--- config.mk ---
export PLATFORM = sky130hd
export DESIGN_NAME = phase_accumulator
export DESIGN_NICKNAME = d
export VERILOG_FILES = /design/src/rtl/synth_pkg.sv /design/src/rtl/tune_slew.sv /design/src/rtl/phase_accumulator.sv
export SDC_FILE = /design/constraint.sdc
export NUM_CORES = 1
export LEC_CHECK = 0
export ABC_AREA = 1
export CORE_ASPECT_RATIO = 0.6
export CORE_MARGIN = 4
export CORE_UTILIZATION = 35
export DETAILED_ROUTE_END_ITERATION = 8
export PLACE_DENSITY = 0.54
export SLEW_MARGIN = 10
export SYNTH_ARGS = -nofsm -noshare
export SYNTH_HDL_FRONTEND = slang
export SYNTH_SLANG_ARGS = --single-unit
--- constraint.sdc ---
create_clock -name clk -period 1.66 [get_ports clk]
set_input_delay 0.249 -clock clk [delete_from_list [all_inputs] [get_ports clk]]
set_output_delay 0.249 -clock clk [all_outputs]
set_load 0.005 [all_outputs]
--- src/rtl/synth_pkg.sv ---
// Shared widths, glide step and state encoding for the synth voice blocks.
// Optional portamento is enabled by defining GLIDE_EN.
package synth_pkg;

  localparam int ACC_W_DEF      = 24;
  localparam int PHASE_W_DEF    = 8;
  localparam int TUNE_W_DEF     = 16;
  localparam int GLIDE_STEP_DEF = 16;

  typedef enum logic [1:0] {
    IDLE = 2'd0,
    RUN  = 2'd1
`ifdef GLIDE_EN
    ,
    SLEW = 2'd2
`endif
  } state_e;

endpackage

--- src/rtl/tune_slew.sv ---
// Portamento stepper: moves the increment one step toward the target,
// clamping on the target so it never overshoots.
module tune_slew
  import synth_pkg::*;
#(
  parameter int TUNE_W     = TUNE_W_DEF,
  parameter int GLIDE_STEP = GLIDE_STEP_DEF
) (
  input  logic [TUNE_W-1:0] i_inc,
  input  logic [TUNE_W-1:0] i_target,
  output logic [TUNE_W-1:0] o_next
);

  localparam logic [TUNE_W-1:0] W_STEP = TUNE_W'(GLIDE_STEP);

  logic [TUNE_W-1:0] w_up;
  logic [TUNE_W-1:0] w_dn;

  assign w_up = i_target - i_inc;
  assign w_dn = i_inc - i_target;

  always_comb begin
    o_next = i_target;
    if (i_target > i_inc) begin
      if (w_up > W_STEP) o_next = i_inc + W_STEP;
    end else if (i_inc > i_target) begin
      if (w_dn > W_STEP) o_next = i_inc - W_STEP;
    end
  end

endmodule

--- src/rtl/phase_accumulator.sv ---
// NCO phase accumulator with gate/sync control and tuning handshake.
// Define GLIDE_EN to add portamento (SLEW state + tune_slew stepper).
module phase_accumulator
  import synth_pkg::*;
#(
  parameter int ACC_W   = ACC_W_DEF,
  parameter int PHASE_W = PHASE_W_DEF,
  parameter int TUNE_W  = TUNE_W_DEF
`ifdef GLIDE_EN
  ,
  parameter int GLIDE_STEP = GLIDE_STEP_DEF
`endif
) (
  input  logic               clk,
  input  logic               rst,
  input  logic               sample_tick,
  input  logic               gate,
  input  logic               hard_sync,
  input  logic               tune_valid,
  input  logic [TUNE_W-1:0]  tune_word,
  output logic               tune_ready,
  output logic [PHASE_W-1:0] period,
  output logic               wrap,
  output logic               active
);

  state_e             r_state;
  logic [ACC_W-1:0]   r_acc;
  logic [TUNE_W-1:0]  r_inc;
  logic               r_wrap;
  logic               r_active;
  logic               r_rdy;
  logic               r_gate_d;

  logic [ACC_W:0]     w_sum;
  logic               w_add;
  logic               w_rise;
  logic               w_accept;

  assign w_sum    = {1'b0, r_acc}
                  + {{(ACC_W + 1 - TUNE_W){1'b0}}, r_inc};
  assign w_add    = (r_state != IDLE) && sample_tick;
  assign w_rise   = gate && !r_gate_d;
  assign w_accept = tune_valid && tune_ready;

`ifdef GLIDE_EN
  logic [TUNE_W-1:0] r_target;
  logic [TUNE_W-1:0] w_inc_next;

  tune_slew #(
    .TUNE_W     (TUNE_W),
    .GLIDE_STEP (GLIDE_STEP)
  ) u_slew (
    .i_inc    (r_inc),
    .i_target (r_target),
    .o_next   (w_inc_next)
  );

  assign tune_ready = r_rdy && (r_state != SLEW);
`else
  // Without glide the target and the live increment are one register.
  assign tune_ready = r_rdy;
`endif

  always_ff @(posedge clk or posedge rst) begin
    if (rst) begin
      r_state  <= IDLE;
      r_acc    <= '0;
      r_inc    <= '0;
      r_wrap   <= 1'b0;
      r_active <= 1'b0;
      r_rdy    <= 1'b0;
      r_gate_d <= 1'b0;
`ifdef GLIDE_EN
      r_target <= '0;
`endif
    end else begin
      r_rdy    <= 1'b1;
      r_gate_d <= gate;
      r_wrap   <= 1'b0;
      if (w_add) {r_wrap, r_acc} <= w_sum;
      if (!gate) begin
        r_state  <= IDLE;
        r_active <= 1'b0;
      end else if (w_rise && r_state == IDLE) begin
        r_state  <= RUN;
        r_active <= 1'b1;
        r_acc    <= '0;
      end
`ifdef GLIDE_EN
      else if (r_state == RUN && w_accept
               && tune_word != r_inc)
        r_state <= SLEW;
      else if (r_state == SLEW && sample_tick
               && w_inc_next == r_target)
        r_state <= RUN;
      if (w_accept) r_target <= tune_word;
      // While the note is off there is nothing to glide from: snap.
      if (r_state == IDLE)
        r_inc <= w_accept ? tune_word : r_target;
      else if (r_state == SLEW && sample_tick)
        r_inc <= w_inc_next;
`else
      if (w_accept) r_inc <= tune_word;
`endif
      if (hard_sync) begin
        r_acc  <= '0;
        r_wrap <= 1'b0;
      end
    end
  end

  assign period = r_acc[ACC_W-1 -: PHASE_W];
  assign wrap   = r_wrap;
  assign active = r_active;

endmodule

# ---- After elaboration in Yosys (flattened, before gate mapping)
# Index checks and enable logic that the tools add are counted.
dict set report word_totals {
  wordCells 26
  out_inout_bits 11
  ff_bits 46
}
dict set report classes {
  add_sub_neg 1
  mux 10
  eq_ne 1
  reduce_logical 7
}
# op count
set ops {}
lappend ops {{2-to-1 mux 24 bit} 4}
lappend ops {{adder 24 x 16 -> 25 bit} 1}
lappend ops {{logical AND 1 bit} 4}
lappend ops {{2-to-1 mux 1 bit} 4}
lappend ops {{2-to-1 mux 2 bit} 2}
lappend ops {{logical NOT 2 bit} 1}
lappend ops {{inequality test 2 x 1 -> 1 bit, second input constant} 1}
lappend ops {{nonzero test 2 bit} 1}
lappend ops {{logical NOT 1 bit} 1}

# ---- Longest topological paths before layout
# Gate-level depths: netlist (run 1).
dict set report logic_depth {
  word_depth 6
  ltp_mapped 13
}

# ---- Worst setup path after synthesis (run 1)
# OpenSTA, ideal clock, no wires.
dict set report synth_timing {
  path_type {register to register}
  start {register r_acc[0]}
  end {register r_acc[20]}
  slack_ps -59
  synth_period_minus_slack_ps 1719
  path_stages_with_launch 11
  path_buffers 0
  setup_ps 119
  t_arrival_ps 1600
  path_cell_list {dfrtp_1 > ha_1 > fa_1 > nand3_1 > nand3_2 > nand3_1 > nand2_1 > nand2_1 > nand2_2 > a21oi_1 > nor2_1}
}
dict set report synth_between {
  elab_chain_len 5
}
# item line
set synth_lines {}
lappend synth_lines {{start, declared} phase_accumulator.sv:28} ;# logic [ACC_W-1:0] r_acc;
lappend synth_lines {{start signal, assigned} phase_accumulator.sv:81} ;# if (w_add) {r_wrap, r_acc} <= w_sum;
lappend synth_lines {{adder 24 x 16 -> 25 bit (*)} phase_accumulator.sv:41} ;# + {{(ACC_W + 1 - TUNE_W){1'b0}}, r_inc};
lappend synth_lines {{2-to-1 mux 24 bit (*)} phase_accumulator.sv:81}
lappend synth_lines {{2-to-1 mux 24 bit} phase_accumulator.sv:85} ;# end else if (w_rise && r_state == IDLE) begin
lappend synth_lines {{2-to-1 mux 24 bit (*)} phase_accumulator.sv:82} ;# if (!gate) begin
lappend synth_lines {{2-to-1 mux 24 bit (*)} phase_accumulator.sv:106} ;# if (hard_sync) begin
# Mark *: on every way between the ends. The rest lies on a longest branch, timed or not.
# A chain may end at the register's enable or synchronous reset.

# ---- Final worst setup path (run 1)
dict set report layout_timing {
  start {register r_acc[0]}
  end {register r_acc[16]}
}
# The elaborated chain is that of the path after synthesis.

==> summary.md, run 1 <==
Run status
- **status** complete, but fails checks
- **violated checks** negative setup slack

Critical path
- **Max FO, Critical Path** 5
- **reg-to-reg slack, setup** -0.17 ns
- **Arr. time, crit path** 2.01 ns
- **endpoint type of the worst setup path** register
- **cells traversed along the worst timing path** ha_2 -> fa_2 -> nand3_2 -> nand3_4 -> nand3_4 -> nand2_4 -> nand2_4 -> nand2_4 -> a21oi_1 -> nor2_1
- **data required time at the worst endpoint** 1.84 ns
- **delay of the slowest cell on the worst path** 0.40 ns
- **crit path launch type** register
- **Slowest-stage cell, CP** sky130_fd_sc_hd__fa_2
- **critical path class** reg2reg
- **cell repeated most along the worst path** sky130_fd_sc_hd__nand2_4

Synthesis
- **Post-synth EDFFs** 0
- **top cell types by occurrence after synthesis** sky130_fd_sc_hd__nand2_1 (104), sky130_fd_sc_hd__inv_1 (55), sky130_fd_sc_hd__nor2_1 (51)
- **share of flip-flops with an asynchronous set or reset after synthesis** 100%
- **post-synthesis sequential element count** 44
- **count leader, synth** sky130_fd_sc_hd__nand2_1
- **most common flop cell mapped by yosys** sky130_fd_sc_hd__dfrtp_1
- **part of the Yosys area used for sequential elements** 37.4%
- **dominant cell type by area after synthesis** sky130_fd_sc_hd__dfrtp_1
- **share of Yosys cell area claimed by the top area cell type** 37.4%
- **Post-Synthesis Cell Area** 2950 sq um
- **Cell variety after synth** 26
- **average size of a mapped cell** 7.34 sq um
- **synthesis warning total** 0
- **total nets after synthesis** 440
- **top post-synthesis cells by area** sky130_fd_sc_hd__dfrtp_1 (37%), sky130_fd_sc_hd__nand2_1 (13%), sky130_fd_sc_hd__inv_1 (7.0%), sky130_fd_sc_hd__ha_1 (6.8%), sky130_fd_sc_hd__nor2_1 (6.5%)
- **synthesized instance count** 401

STA
- **least setup slack across all paths after layout** -0.166 ns
- **Worst Tran Pin Value** 0.531 ns
- **Final Setup Violations** 19
- **Max Transition Viols Final** 0
- **number of hold violations in the final report** 0
- **share of the cycle needed by the critical path after routing** 110%
- **RSZ-0062 raised after global routing** yes
- **top achievable clock speed** 548 MHz
- **worst clock skew** 0.00391 ns
- **remaining max-slew budget at the tightest pin** 64.3%
- **final setup TNS** -1.90 ns
- **time the worst path needs with I/O delays and setup** 1.83 ns

Cells and area
- **final net count** 519
- **synthesis-to-layout area growth** 58.5%
- **ant diodes** 0
- **final non-filler cell area** 4670 sq um
- **filler cell count** 729
- **number of non-filler instances in the completed layout** 589
- **fraction of layout instances using a drive strength above 1** 42.2%

Power
- **power after layout** 3810 uW
- **leakage** 0.00227 uW
- **power density cells** 817 nW/um^2
- **worst IR drop on VDD** 0.000399 V

Flow run
- **count of max-cap constraint violations** 0

Floorplanning
- **Die W** 126 um
- **die height** 79.1 um
- **Die Footprint** 9990 sq um
- **core area** 8040 sq um
- **Core Rows** 25
- **ports placed on the boundary** 33
- **starting density of the core** 36.6%

Detailed routing
- **routed length per placed instance** 15.9 um
- **DRC violations left** 0
- **post-detailed-route via-to-cell ratio** 4.92
- **total via count after detailed routing** 2,900
- **total routed wirelength** 9390 um
- **DRC marker count from the first detailed-route iteration** 187
- **First-pass DRT Iterations** 4
- **post-detailed-route count of antenna-violating nets** 0

CTS
- **CTS Root Cell** sky130_fd_sc_hd__clkbuf_16
- **level count of the clock H-tree** 2
- **total clock buffers created by CTS** 5
- **Clock Pin Slew Worst Setup and Hold Paths** 0.06 ns
- **Skew-Pair Late Insertion Delay** 0.29 ns
- **maximum buffer depth of the clock tree** 2
- **CTS tree** yes
- **number of sinks handled by clock tree synthesis** 44

Global routing
- **overflow left after global routing** 0
- **largest net degree at the start of global routing** 45
- **first-pass GRT wire length** 14,700 um
- **most used routing layer** met1
- **vias in the first global route** 2,859
- **initial antenna violation count** 0
- **met1 Resource Use GR** 28.1%
- **met2 global-route usage** 27.8%
- **GR Util All Layers** 18.9%
- **met3 track utilization from global routing** 4.23%

Placed design
- **worst-case setup slack after placement** -0.322 ns
- **HPWL reported at the end of detailed placement** 6410 um
- **placed instance area** 3700 sq um
- **count of placed standard cells including taps** 572
- **count of buffers from port buffering** 32
- **final RePlAce weighted congestion** 0.959

Hold path
- **path class of the lowest-slack min-delay path** in2async

[power by group]
part	switching [uW]	internal [uW]	leakage, uW	total [uW]
registers	96.4	1160	0.000567	1250
clock network	423	754	0.0000871	1180
logic	697	685	0.00161	1380
total	1220	2600	0.00227	3810
[placed cells by master (no fill, tap or decap), types with 5 or more instances in the layout]
cell type,n
sky130_fd_sc_hd__buf_4,45
sky130_fd_sc_hd__mux2_2,16
sky130_fd_sc_hd__dfrtp_1,44
sky130_fd_sc_hd__nand2_2,27
sky130_fd_sc_hd__nand2_1,64
sky130_fd_sc_hd__nand3_1,16
sky130_fd_sc_hd__nor2_1,43
sky130_fd_sc_hd__buf_6,5
sky130_fd_sc_hd__ha_4,15
sky130_fd_sc_hd__nand2_4,17
sky130_fd_sc_hd__nand3_4,7
sky130_fd_sc_hd__inv_2,7
sky130_fd_sc_hd__nor3_1,6
sky130_fd_sc_hd__inv_1,47
sky130_fd_sc_hd__nor2_2,5
sky130_fd_sc_hd__clkbuf_16,5
sky130_fd_sc_hd__nand3_2,14
sky130_fd_sc_hd__clkdlybuf4s50_1,32
sky130_fd_sc_hd__a21oi_1,10
sky130_fd_sc_hd__a21oi_2,10
[per-layer routing]
metal  routed length, um  share of wire (%)  vias to the layer above
met2                3970                 42                       70
met4                  55               0.59                        0
li1                    -                  -                     1436
met1                4880                 52                     1387
met3                 481                5.1                        7
met5                   0                  0                        -
[kinds of logic (layout without fill, tap and decap cells)]
kind of cell             after synthesis  after routing  share of synthesized area [%]
AND/OR/NAND/NOR                      213            213                           30.6
buffers and inverters                 69            149                           10.2
flip-flops                            44             44                           37.4
AO/OA/AOI/OAI                         38             38                           7.22
adder cells (fa/ha/maj)               17             17                           7.48
multiplexers                          16             16                           6.12
XOR/XNOR                               3              3                          0.892
other                                  1              1                          0.127
[worst max-delay path, delay by kind of cell, from the launching register on]
family | cells | cell delay, ns
AOI/OAI and AO/OA | 1 | 0.13
adders and majority gates | 2 | 0.61
DFF | 1 | 0.38
and+or+nand+nor | 7 | 0.60
[final timing paths]
path | from | end | cells past startpoint
max in group asynchronous | rst | r_acc[20] | 3
setup / recovery | r_acc[0] | r_acc[16] | 10
min in group clk | gate | r_gate_d | 1
setup reg to reg | r_acc[0] | r_acc[16] | 10
hold reg to reg | r_gate_d | active | 1
hold / removal | rst | r_inc[0] | 3
[through the flow]
stage | utilization [%] | hold WS (ns)
final | 58.1 | 0.303
after global routing | 58.1 | 0.363
after floorplan | - | 0.280
after CTS | 54.0 | 0.319
after global placement | 46.0 | 0.425
after detailed placement | 46.0 | 0.447
[area by class of cell]
class | count | area, sq um | area share [%]
Clock buffer | 6 | 139 | 2.98
Clock inverter | 2 | 38.8 | 0.831
Inverter | 55 | 209 | 4.48
Multi-Input combinational cell | 288 | 2250 | 48.2
Sequential cell | 44 | 1100 | 23.6
Tap cell | 108 | 135 | 2.90
Timing Repair Buffer | 86 | 795 | 17.0
[state kept, by name (all words and copies together), names as in the netlist]
signal and count:
r_acc 24, active 1, wrap 1, r_inc 16, tune_ready 1, r_gate_d 1
[what timing repair did]
action                     in CTS  in global routing
setup endpoints to repair      20                 21
hold endpoints to repair        0                  0
hold buffers                    0                  0
pin swaps                      22                 50
gates resized for setup        84                 73
buffers inserted                4                  6
(Power assumes the default switching activity.)
==> inputs of run 2 (changes only) <==
--- a/config.mk
+++ b/config.mk
@@ -5,7 +5,6 @@
 export SDC_FILE = /design/constraint.sdc
 export NUM_CORES = 1
 export LEC_CHECK = 0
-export ABC_AREA = 1
 export CORE_ASPECT_RATIO = 0.6
 export CORE_MARGIN = 4
 export CORE_UTILIZATION = 35
==> summary.md, run 2 <==
Run status
- **status** complete, but fails checks
- **violated checks** negative setup slack

Detailed routing
- **routed length per placed instance** 15.7 um
- **First-pass DRT Iterations** 4
- **DRC marker count from the first detailed-route iteration** 168
- **total routed wirelength** 7350 um
- **post-detailed-route via-to-cell ratio** 5.12
- **total via count after detailed routing** 2,392
- **post-detailed-route count of antenna-violating nets** 0
- **DRC violations left** 0

Critical path
- **endpoint type of the worst setup path** register
- **R2R Path End** r_acc[10]
- **Worst R2R Start** r_inc[0]
- **Arr. time, crit path** 2.53 ns
- **critical path class** reg2reg
- **reg-to-reg slack, setup** -0.69 ns
- **Max FO, Critical Path** 3
- **crit path launch type** register
- **reg2reg path depth** 10
- **buffering stage count on the worst path with inverters included** 3
- **Slowest-stage cell, CP** sky130_fd_sc_hd__dfrtp_1
- **family of cells with the greatest summed delay on the critical path** compound AO/OA/AOI/OAI gates
- **cells traversed along the worst timing path** ha_2 -> fa_2 -> a21o_1 -> a221oi_4 -> buf_6 -> o221ai_4 -> buf_4 -> buf_6 -> xnor2_4 -> o21ai_1
- **cell repeated most along the worst path** sky130_fd_sc_hd__buf_6
- **data required time at the worst endpoint** 1.84 ns
- **delay of the slowest cell on the worst path** 0.39 ns

Synthesis
- **synthesis warning total** 0
- **share of Yosys cell area claimed by the top area cell type** 40.7%
- **Post-synth EDFFs** 0
- **dominant cell type by area after synthesis** sky130_fd_sc_hd__dfrtp_1
- **post-synthesis sequential element count** 44
- **synthesized instance count** 280
- **part of the Yosys area used for sequential elements** 40.7%
- **top post-synthesis cells by area** sky130_fd_sc_hd__dfrtp_1 (41%), sky130_fd_sc_hd__ha_1 (7.4%), sky130_fd_sc_hd__mux2_2 (6.7%), sky130_fd_sc_hd__nand2_1 (5.4%), sky130_fd_sc_hd__a21oi_1 (5.0%)
- **total nets after synthesis** 319
- **top cell types by occurrence after synthesis** sky130_fd_sc_hd__dfrtp_1 (44), sky130_fd_sc_hd__nand2_1 (39), sky130_fd_sc_hd__a21oi_1 (27)
- **Post-Synthesis Cell Area** 2710 sq um
- **most common flop cell mapped by yosys** sky130_fd_sc_hd__dfrtp_1
- **average size of a mapped cell** 9.67 sq um
- **share of flip-flops with an asynchronous set or reset after synthesis** 100%
- **Cell variety after synth** 49
- **count leader, synth** sky130_fd_sc_hd__dfrtp_1

Floorplanning
- **Core Rows** 24
- **core area** 7390 sq um
- **Die Footprint** 9250 sq um
- **die height** 76.1 um
- **ports placed on the boundary** 33
- **starting density of the core** 36.7%
- **Die W** 122 um

Cells and area
- **final core occ** 53.5%
- **max reg flops** 24
- **ant diodes** 0
- **synthesis-to-layout area growth** 45.8%
- **commonest non-fill, non-tap cell in the layout** sky130_fd_sc_hd__buf_4
- **Multi-input gate area** 1690 sq um
- **register with the most flip-flops** r_acc
- **fraction of layout instances using a drive strength above 1** 35.0%
- **sequential cell area** 1100 sq um
- **filler cell count** 665
- **largest registers in the final layout** r_acc x24, r_inc x16
- **most frequent cells in the layout** sky130_fd_sc_hd__buf_4 (55), sky130_fd_sc_hd__dfrtp_1 (44), sky130_fd_sc_hd__nand2_1 (39), sky130_fd_sc_hd__clkdlybuf4s50_1 (32), sky130_fd_sc_hd__a21oi_1 (18)
- **final net count** 401

Flow run
- **count of max-cap constraint violations** 0

CTS
- **CTS tree** yes
- **Skew-Pair Late Insertion Delay** 0.29 ns
- **total clock buffers created by CTS** 5
- **CTS Root Cell** sky130_fd_sc_hd__clkbuf_16
- **hold_buf cts** 0
- **Clock Pin Slew Worst Setup and Hold Paths** 0.07 ns
- **maximum buffer depth of the clock tree** 2
- **number of sinks handled by clock tree synthesis** 44
- **level count of the clock H-tree** 2

STA
- **time the worst path needs with I/O delays and setup** 2.35 ns
- **top achievable clock speed** 426 MHz
- **Final Setup Violations** 20
- **worst clock skew** 0.00511 ns
- **RSZ-0062 raised after global routing** yes
- **Max Transition Viols Final** 0
- **number of hold violations in the final report** 0
- **least setup slack across all paths after layout** -0.689 ns
- **share of the cycle needed by the critical path after routing** 141%

Power
- **leakage** 0.00175 uW
- **power density cells** 847 nW/um^2
- **worst IR drop on VDD** 0.000392 V

Global routing
- **largest net degree at the start of global routing** 45
- **vias in the first global route** 2,401
- **first-pass GRT wire length** 12,100 um
- **GR Util All Layers** 16.5%
- **initial antenna violation count** 0
- **overflow left after global routing** 0

Placed design
- **worst-case setup slack after placement** -0.729 ns
- **count of buffers from port buffering** 32
- **HPWL reported at the end of detailed placement** 5220 um
- **final RePlAce weighted congestion** 0.873

Hold path
- **path class of the lowest-slack min-delay path** in2async

==> run 2: metrics by stage <==
stage	instance area [sq um]	power (uW)	setup TNS [ns]	hold WS, ns	cells
after detailed placement	3530	2090	-9.66	0.492	451
after CTS	3840	3320	-9.34	0.317	464
after global routing	3950	3530	-12.26	0.338	467
after global placement	3530	2080	-8.79	0.465	451
final	3950	3340	-9.71	0.302	467
after floorplan	2750	1710	-5.93	0.280	280
==> run 2: metal layers <==
layer	up-vias	track usage (%)	part of all wire, %
li1	1176	-	-
met1	1158	25.4	53
met2	49	22.9	41
met3	9	4.23	4.8
met4	0	3.91	1.1
met5	-	0	0
==> run 2: final cells by class <==
cell class	instances	share of cell area, %
clock buffer	5	3.17
clock inverter	3	1.08
inverter	6	0.570
multi-input combinational	210	42.7
sequential	44	27.9
tap	104	3.30
timing repair buffer	95	21.3
==> run 2: worst min-delay path, cell delays in order <==
cell,delay (ns)
sky130_fd_sc_hd__clkdlybuf4s50_1,0.40
sky130_fd_sc_hd__clkinv_1,0.08
sky130_fd_sc_hd__buf_12,0.24
==> run 2: worst max-delay path by stage <==
stage | startpoint | to | cells past startpoint
after CTS | r_inc[0] | r_acc[16] | 8
final | r_inc[0] | r_acc[10] | 10
after floorplan | r_acc[0] | r_acc[16] | 8
after global routing | r_acc[0] | r_acc[22] | 9
after detailed placement | r_acc[0] | r_acc[16] | 8
after global placement | r_acc[0] | r_acc[22] | 8
==> run 2: report_power, final <==
group / switching [uW] / internal (uW)
clock: 441 / 708
combinational: 479 / 499
sequential: 60.9 / 1160
total: 981 / 2360
==> run 2: cell families (layout without fill, tap and decap cells) <==
family          Yosys count  after routing  share of synthesized area (%)
compound gates           66             66                           16.7
xor+xnor                  9              9                           2.91
fa+ha+maj                17             17                           8.13
buf+inv                  26            109                           4.85
flops                    44             44                           40.7
mux                      23             23                           9.24
other cells               1              1                          0.138
simple gates             94             94                           17.4
==> run 2: timing repair <==
item	4_1_cts	5_1_grt
gates resized for setup	22	19
hold endpoints to repair	0	0
pin swaps	28	17
endpoints found under the setup margin	20	22
buffers inserted	5	3
